--- src/rtl/sad_vector_engine.sv ---
// rtl/sad_vector_engine.sv - iterative SAD engine with running minimum tracking (optional SAD_EARLY_TERM_EN)
module sad_vector_engine #(
  parameter int LANES  = 4,
  parameter int DATA_W = 32,
  parameter int ACC_W  = 32
) (
  input  logic                Clk,
  input  logic                Reset,
  input  logic                Start,
  input  logic                ClearMin,
  input  logic [16*DATA_W-1:0] WV,
  input  logic [16*DATA_W-1:0] FV,
  input  logic [31:0]         FAD,
  output logic                Busy,
  output logic                Done,
  output logic [ACC_W-1:0]    SADResult,
  output logic [ACC_W-1:0]    MinSAD,
  output logic [31:0]         MinFAD,
  output logic                NewMin,
  output logic                Pruned
);

  localparam int N     = 16 / LANES;
  localparam int SUM_W = DATA_W + 5;
  localparam int EXT_W = ((ACC_W > SUM_W) ? ACC_W : SUM_W) + 1;
  localparam logic [ACC_W-1:0] ACC_MAX = '1;

  typedef enum logic {IDLE, ACCUM} state_t;

  state_t               state_q, state_d;
  logic [16*DATA_W-1:0] wv_q, fv_q;
  logic [31:0]          fad_q;
  logic [3:0]           count_q;
  logic [ACC_W-1:0]     acc_q;

  logic [DATA_W-1:0]    elem_a, elem_b, elem_diff;
  logic [SUM_W-1:0]     lane_sum;
  logic [EXT_W-1:0]     ext_sum;
  logic [ACC_W-1:0]     sum_sat;
  logic [ACC_W-1:0]     min_eff;
  logic                 last;
  logic                 prune;
  logic                 finish;

  // Absolute differences of this cycle's lanes, summed at a width that cannot overflow
  always_comb begin
    elem_a    = '0;
    elem_b    = '0;
    elem_diff = '0;
    lane_sum  = '0;
    for (int l = 0; l < LANES; l++) begin
      elem_a    = wv_q[(int'(count_q) * LANES + l) * DATA_W +: DATA_W];
      elem_b    = fv_q[(int'(count_q) * LANES + l) * DATA_W +: DATA_W];
      elem_diff = (elem_a >= elem_b) ? (elem_a - elem_b) : (elem_b - elem_a);
      lane_sum  = lane_sum + SUM_W'(elem_diff);
    end
  end

  // Saturating accumulate, minimum reference (ClearMin applies before the compare) and finish decision
  always_comb begin
    ext_sum = EXT_W'(acc_q) + EXT_W'(lane_sum);
    sum_sat = (ext_sum > EXT_W'(ACC_MAX)) ? ACC_MAX : ext_sum[ACC_W-1:0];
    last    = (count_q == 4'(N - 1));
    min_eff = ClearMin ? ACC_MAX : MinSAD;
`ifdef SAD_EARLY_TERM_EN
    prune   = (state_q == ACCUM) && !last && (sum_sat >= min_eff);
`else
    prune   = 1'b0;
`endif
    finish  = (state_q == ACCUM) && (last || prune);
  end

  // State register
  always_ff @(posedge Clk) begin
    if (Reset) state_q <= IDLE;
    else       state_q <= state_d;
  end

  // Next-state: Start is only honoured in IDLE, so a Start while busy is dropped
  always_comb begin
    state_d = state_q;
    case (state_q)
      IDLE:    if (Start) state_d = ACCUM;
      ACCUM:   if (last || prune) state_d = IDLE;
      default: state_d = IDLE;
    endcase
  end

  // Datapath: operand snapshot, accumulation, result and running-minimum registers
  always_ff @(posedge Clk) begin
    if (Reset) begin
      wv_q      <= '0;
      fv_q      <= '0;
      fad_q     <= '0;
      count_q   <= '0;
      acc_q     <= '0;
      Busy      <= 1'b0;
      Done      <= 1'b0;
      NewMin    <= 1'b0;
      Pruned    <= 1'b0;
      SADResult <= '0;
      MinSAD    <= ACC_MAX;
      MinFAD    <= '0;
    end else begin
      Done   <= 1'b0;
      NewMin <= 1'b0;
      Pruned <= 1'b0;
      if (state_q == IDLE && Start) begin
        wv_q    <= WV;
        fv_q    <= FV;
        fad_q   <= FAD;
        acc_q   <= '0;
        count_q <= '0;
        Busy    <= 1'b1;
      end
      if (state_q == ACCUM) begin
        acc_q   <= sum_sat;
        count_q <= count_q + 4'd1;
      end
      if (finish) begin
        Busy      <= 1'b0;
        Done      <= 1'b1;
        Pruned    <= prune;
        SADResult <= sum_sat;
        if (!prune && (sum_sat < min_eff)) begin
          MinSAD <= sum_sat;
          MinFAD <= fad_q;
          NewMin <= 1'b1;
        end else if (ClearMin) begin
          MinSAD <= ACC_MAX;
          MinFAD <= '0;
        end
      end else if (ClearMin) begin
        MinSAD <= ACC_MAX;
        MinFAD <= '0;
      end
    end
  end

endmodule

--- config.mk ---
export PLATFORM = sky130hd
export DESIGN_NAME = sad_vector_engine
export DESIGN_NICKNAME = d
export VERILOG_FILES = /design/src/rtl/sad_vector_engine.sv
export SDC_FILE = /design/constraint.sdc
export NUM_CORES = 2
export LEC_CHECK = 0
export CORE_AREA = 2 2 449 451
export CTS_CLUSTER_SIZE = 24
export DETAILED_ROUTE_END_ITERATION = 8
export DIE_AREA = 0 0 451 453
export PLACE_DENSITY = 0.55
export SYNTH_ARGS = -nofsm -noshare
export SYNTH_HDL_FRONTEND = slang
export SYNTH_SLANG_ARGS = --single-unit
export TNS_END_PERCENT = 100
--- constraint.sdc ---
create_clock -name Clk -period 26.8 [get_ports Clk]
set_clock_uncertainty 0.2 [all_clocks]
set_input_delay 5.36 -clock Clk [delete_from_list [all_inputs] [get_ports Clk]]
set_output_delay 5.36 -clock Clk [all_outputs]
set_load 0.02 [all_outputs]
==> metrics.md <==
| Metric | Value |
|---|---|
| Finished Cell Area | ~87000 sq um |
| Die W | 451 um |
| Cell count after synthesis | slightly above 9000 |
| GRT Overall Usage | ~27% |
| Crit-path max FO | 60 |
| Final hold viol count | 0 |
| Worst hold slack | between 0.2 and 0.25 ns |
| Mux cell area share after synthesis | under 10% |
| Asr flop ratio synth | 0% |
| CTS Root Buffer Type | clkbuf_16 |
| Dpl cell area | about 82000 sq um |
| Vias in the first global route | 64300 |
| Adder-Cell Fraction of Synth Area | 8.72% |
| Delay-heaviest family, CP | compound AO/OA/AOI/OAI gates |
| Die height | 453 um |
| Critical Path Start Type | register |
| Via Count | 66500 |
| Commonest register cell after synthesis | dfxtp_1 |
| Synth Area in XOR/XNOR | around 1.8% |
| P&R area growth vs syn | 25.5% |
| Share of cells above drive strength 1 | 5.92% |
| Initial antenna violation count | 46 |
| Cell Rows | 164 |
| Post-CTS Setup Bufs | 0 |
| CTS tree | yes |
| Simple-gate share of the synthesized area | about a fifth |
| CP bufs+invs | 6 |
| Final setup TNS | 0 ns |
| Number of synthesized flops with an enable pin | 0 |
| Placer Congestion | ~0.9 |
| Yosys synthesis warning count | 0 |
| Worst slew pin tran | between 1 and 1.5 ns |
| Top achievable clock speed | about 0.066 GHz |
| Routed Antenna Nets | 0 |
| Die ar. | slightly above 200000 sq um |
| Max Slew Vio Count | 0 |
| Avg Cell Area, Syn | approximately 7.5 sq um |
| Register area share after synthesis | roughly a third |
| Final setup viols | 0 |
| CP endpoint kind | register |
| Post-synthesis net count | roughly 11000 |
| Fill count | around 20000 |
| Max-slew headroom | between 10% and 20% |
| Main combinational cell family by area after synthesis | simple AND/OR/NAND/NOR gates |
| 1st-iter DRT viols | approximately 4800 |
| RSZ-0062 raised after global routing | no |
| Clock sink count | approximately 1200 |
| First-pass GRT wire length | 419 mm |
| Worst min path class | reg -> reg |
| Clock Path Buffers | 3 |
| Largest net degree at the start of global routing | ~230 |
| Worst path arrival time | between 15 and 20 ns |
| DR WL/cell | between 20 and 25 um |
| Cell Area, Synth | slightly below 70000 sq um |
| Outcome | finished, final reports clean |
| Slowest-stage cell, CP | nand2_1 |
| Initial core utilization | a little over a third |
| I/O Buffers | between 1000 and 1500 |
| # Max-Cap Violations | 0 |
| Vias per cell | roughly 5.2 |
| Final net count | 11400 |
| Slowest stage delay, CP | roughly 1.0 ns |
| CTS Hold Bufs | 0 |
| Period utilization | approximately 57% |
| Largest area contributor in the netlist | dfxtp_1 |
| Worst-Skew Late Latency | 0.85 ns |
| Critical path class | reg -> reg |
| Hpwl dp | between 200 and 250 mm |
| DRC viols | 0 |
| Core ar. | approximately 200000 sq um |
| Total gr overflow | 0 |
| Final min period | about 15 ns |
| Compound-Gate Fraction of Synth Area | between 15 and 20% |
| Synth top area cells | dfxtp_1 (34%), nand2_1 (14%), a21oi_1 (11%), ha_1 (5.7%), mux2i_1 (4.3%) |
| Total CTS buffers | approximately 140 |
| Seq cells post-synth | approximately 1200 |
| Top-area cell type share of the netlist area | 34.4% |
| Depth of the CTS H-tree | 4 |
| Boundary Pins | approximately 1200 |
| CP required | roughly 27 ns |
| CP most frequent cell | buf_4 |
| Post-Route WL | roughly 290 mm |
| Synth cell types | just over 80 |
| First-pass DRT Iterations | 5 |
| Post-CTS resize count | 0 |
| Worst-path clk slew | roughly 0.060 ns |
==> worst paths after layout <==
check	from	endpoint	slack [ns]	cells after the start
worst max-delay path	count_q[1]$_SDFFE_PP0P_	MinSAD[19]$_SDFF_PP1_	11.63	38
worst min-delay path	fv_q[62]$_SDFFE_PP0P_	fv_q[62]$_SDFFE_PP0P_	0.25	2
worst min register to register	fv_q[62]$_SDFFE_PP0P_	fv_q[62]$_SDFFE_PP0P_	0.25	2
worst max register to register	count_q[1]$_SDFFE_PP0P_	MinSAD[19]$_SDFF_PP1_	11.63	38
==> cell usage after synthesis (14+ instances only) <==
master    instances
o211ai_1         27
nor3_1           99
xor2_1           54
nor2b_1          63
a31oi_1          50
a21oi_1        1465
and3_1           17
buf_1            78
dfxtp_1        1192
nand2_1        2529
buf_2            43
a211oi_1         37
clkbuf_1        563
and2_1           14
mux2i_1         300
nand4_1          61
nand3_1          85
o21a_1           26
fa_1            103
a21o_1          151
inv_1           389
o21ai_0         444
ha_1            318
nor2_1          247
o21bai_1         63
mux2_2          257
xnor2_1          89
nor3b_1          34
nand2b_1        243
nor4_1           40
==> cells by family after synthesis <==
family	Yosys count
mux	565
fa+ha+maj	421
flops	1192
other cells	1
simple gates	3469
compound gates	2397
buf+inv	1080
xor+xnor	143
==> final cells by class <==
cell class | instances | area (sq um) | share of cell area, %
Clock inverter | 51 | 639 | 0.735
Multi-Input combinational cell | 6996 | 41400 | 47.6
Clock buffer | 202 | 4030 | 4.63
Sequential cell | 1192 | 23900 | 27.5
Inverter | 389 | 1460 | 1.68
Tap cell | 2656 | 3320 | 3.82
Antenna cell | 32 | 80.1 | 0.0921
Timing Repair Buffer | 1226 | 12200 | 14.0
==> worst min-delay path, stage by stage (launching register included) <==
cell     delay [ns]
dfxtp_1        0.31
nand2_1        0.05
a21oi_1        0.05
==> registers in the layout, indices dropped and copies added (netlist names) <==
signal / cells
Done: 1
acc_q: 32
state_q: 1
SADResult: 32
fad_q: 32
count_q: 4
fv_q: 512
MinSAD: 32
MinFAD: 32
wv_q: 512
Busy: 1
NewMin: 1
==> per-layer routing <==
layer / part of all wire, % / GRT usage [%] / vias to the layer above
met2: 47 / 44.6 / 1855
met1: 44 / 35.6 / 31800
met5: 0.030 / 0 / -
met4: 3.2 / 9.44 / 12
met3: 5.0 / 3.95 / 327
li1: - / - / 32400
==> cells in the final DEF, fill, tap and decap left out, types with 103 or more instances in the layout <==
cell and count:
mux2i_1 300, ha_1 318, nor2_1 246, dfxtp_1 1187, nand2_1 2529, o21ai_0 444, a21oi_1 1464, inv_1 389
clkdlybuf4s50_1 1156, nand2b_1 242, fa_1 103, clkbuf_16 140, a21o_1 150, mux2_2 257
==> per-stage QoR <==
| stage | setup WS, ns | util (%) | std cells |
|---|---|---|---|
| after floorplan | 15.52 | - | 9268 |
| after global placement | 11.77 | 41.3 | 12500 |
| after detailed placement | 11.62 | 41.3 | 12500 |
| after CTS | 11.56 | 43.6 | 12700 |
| after global routing | 10.70 | 43.6 | 12700 |
| final | 11.63 | 43.6 | 12700 |
Power is not shown: default switching activity piles up to over one toggle a cycle in this logic, so the estimate is an artifact.
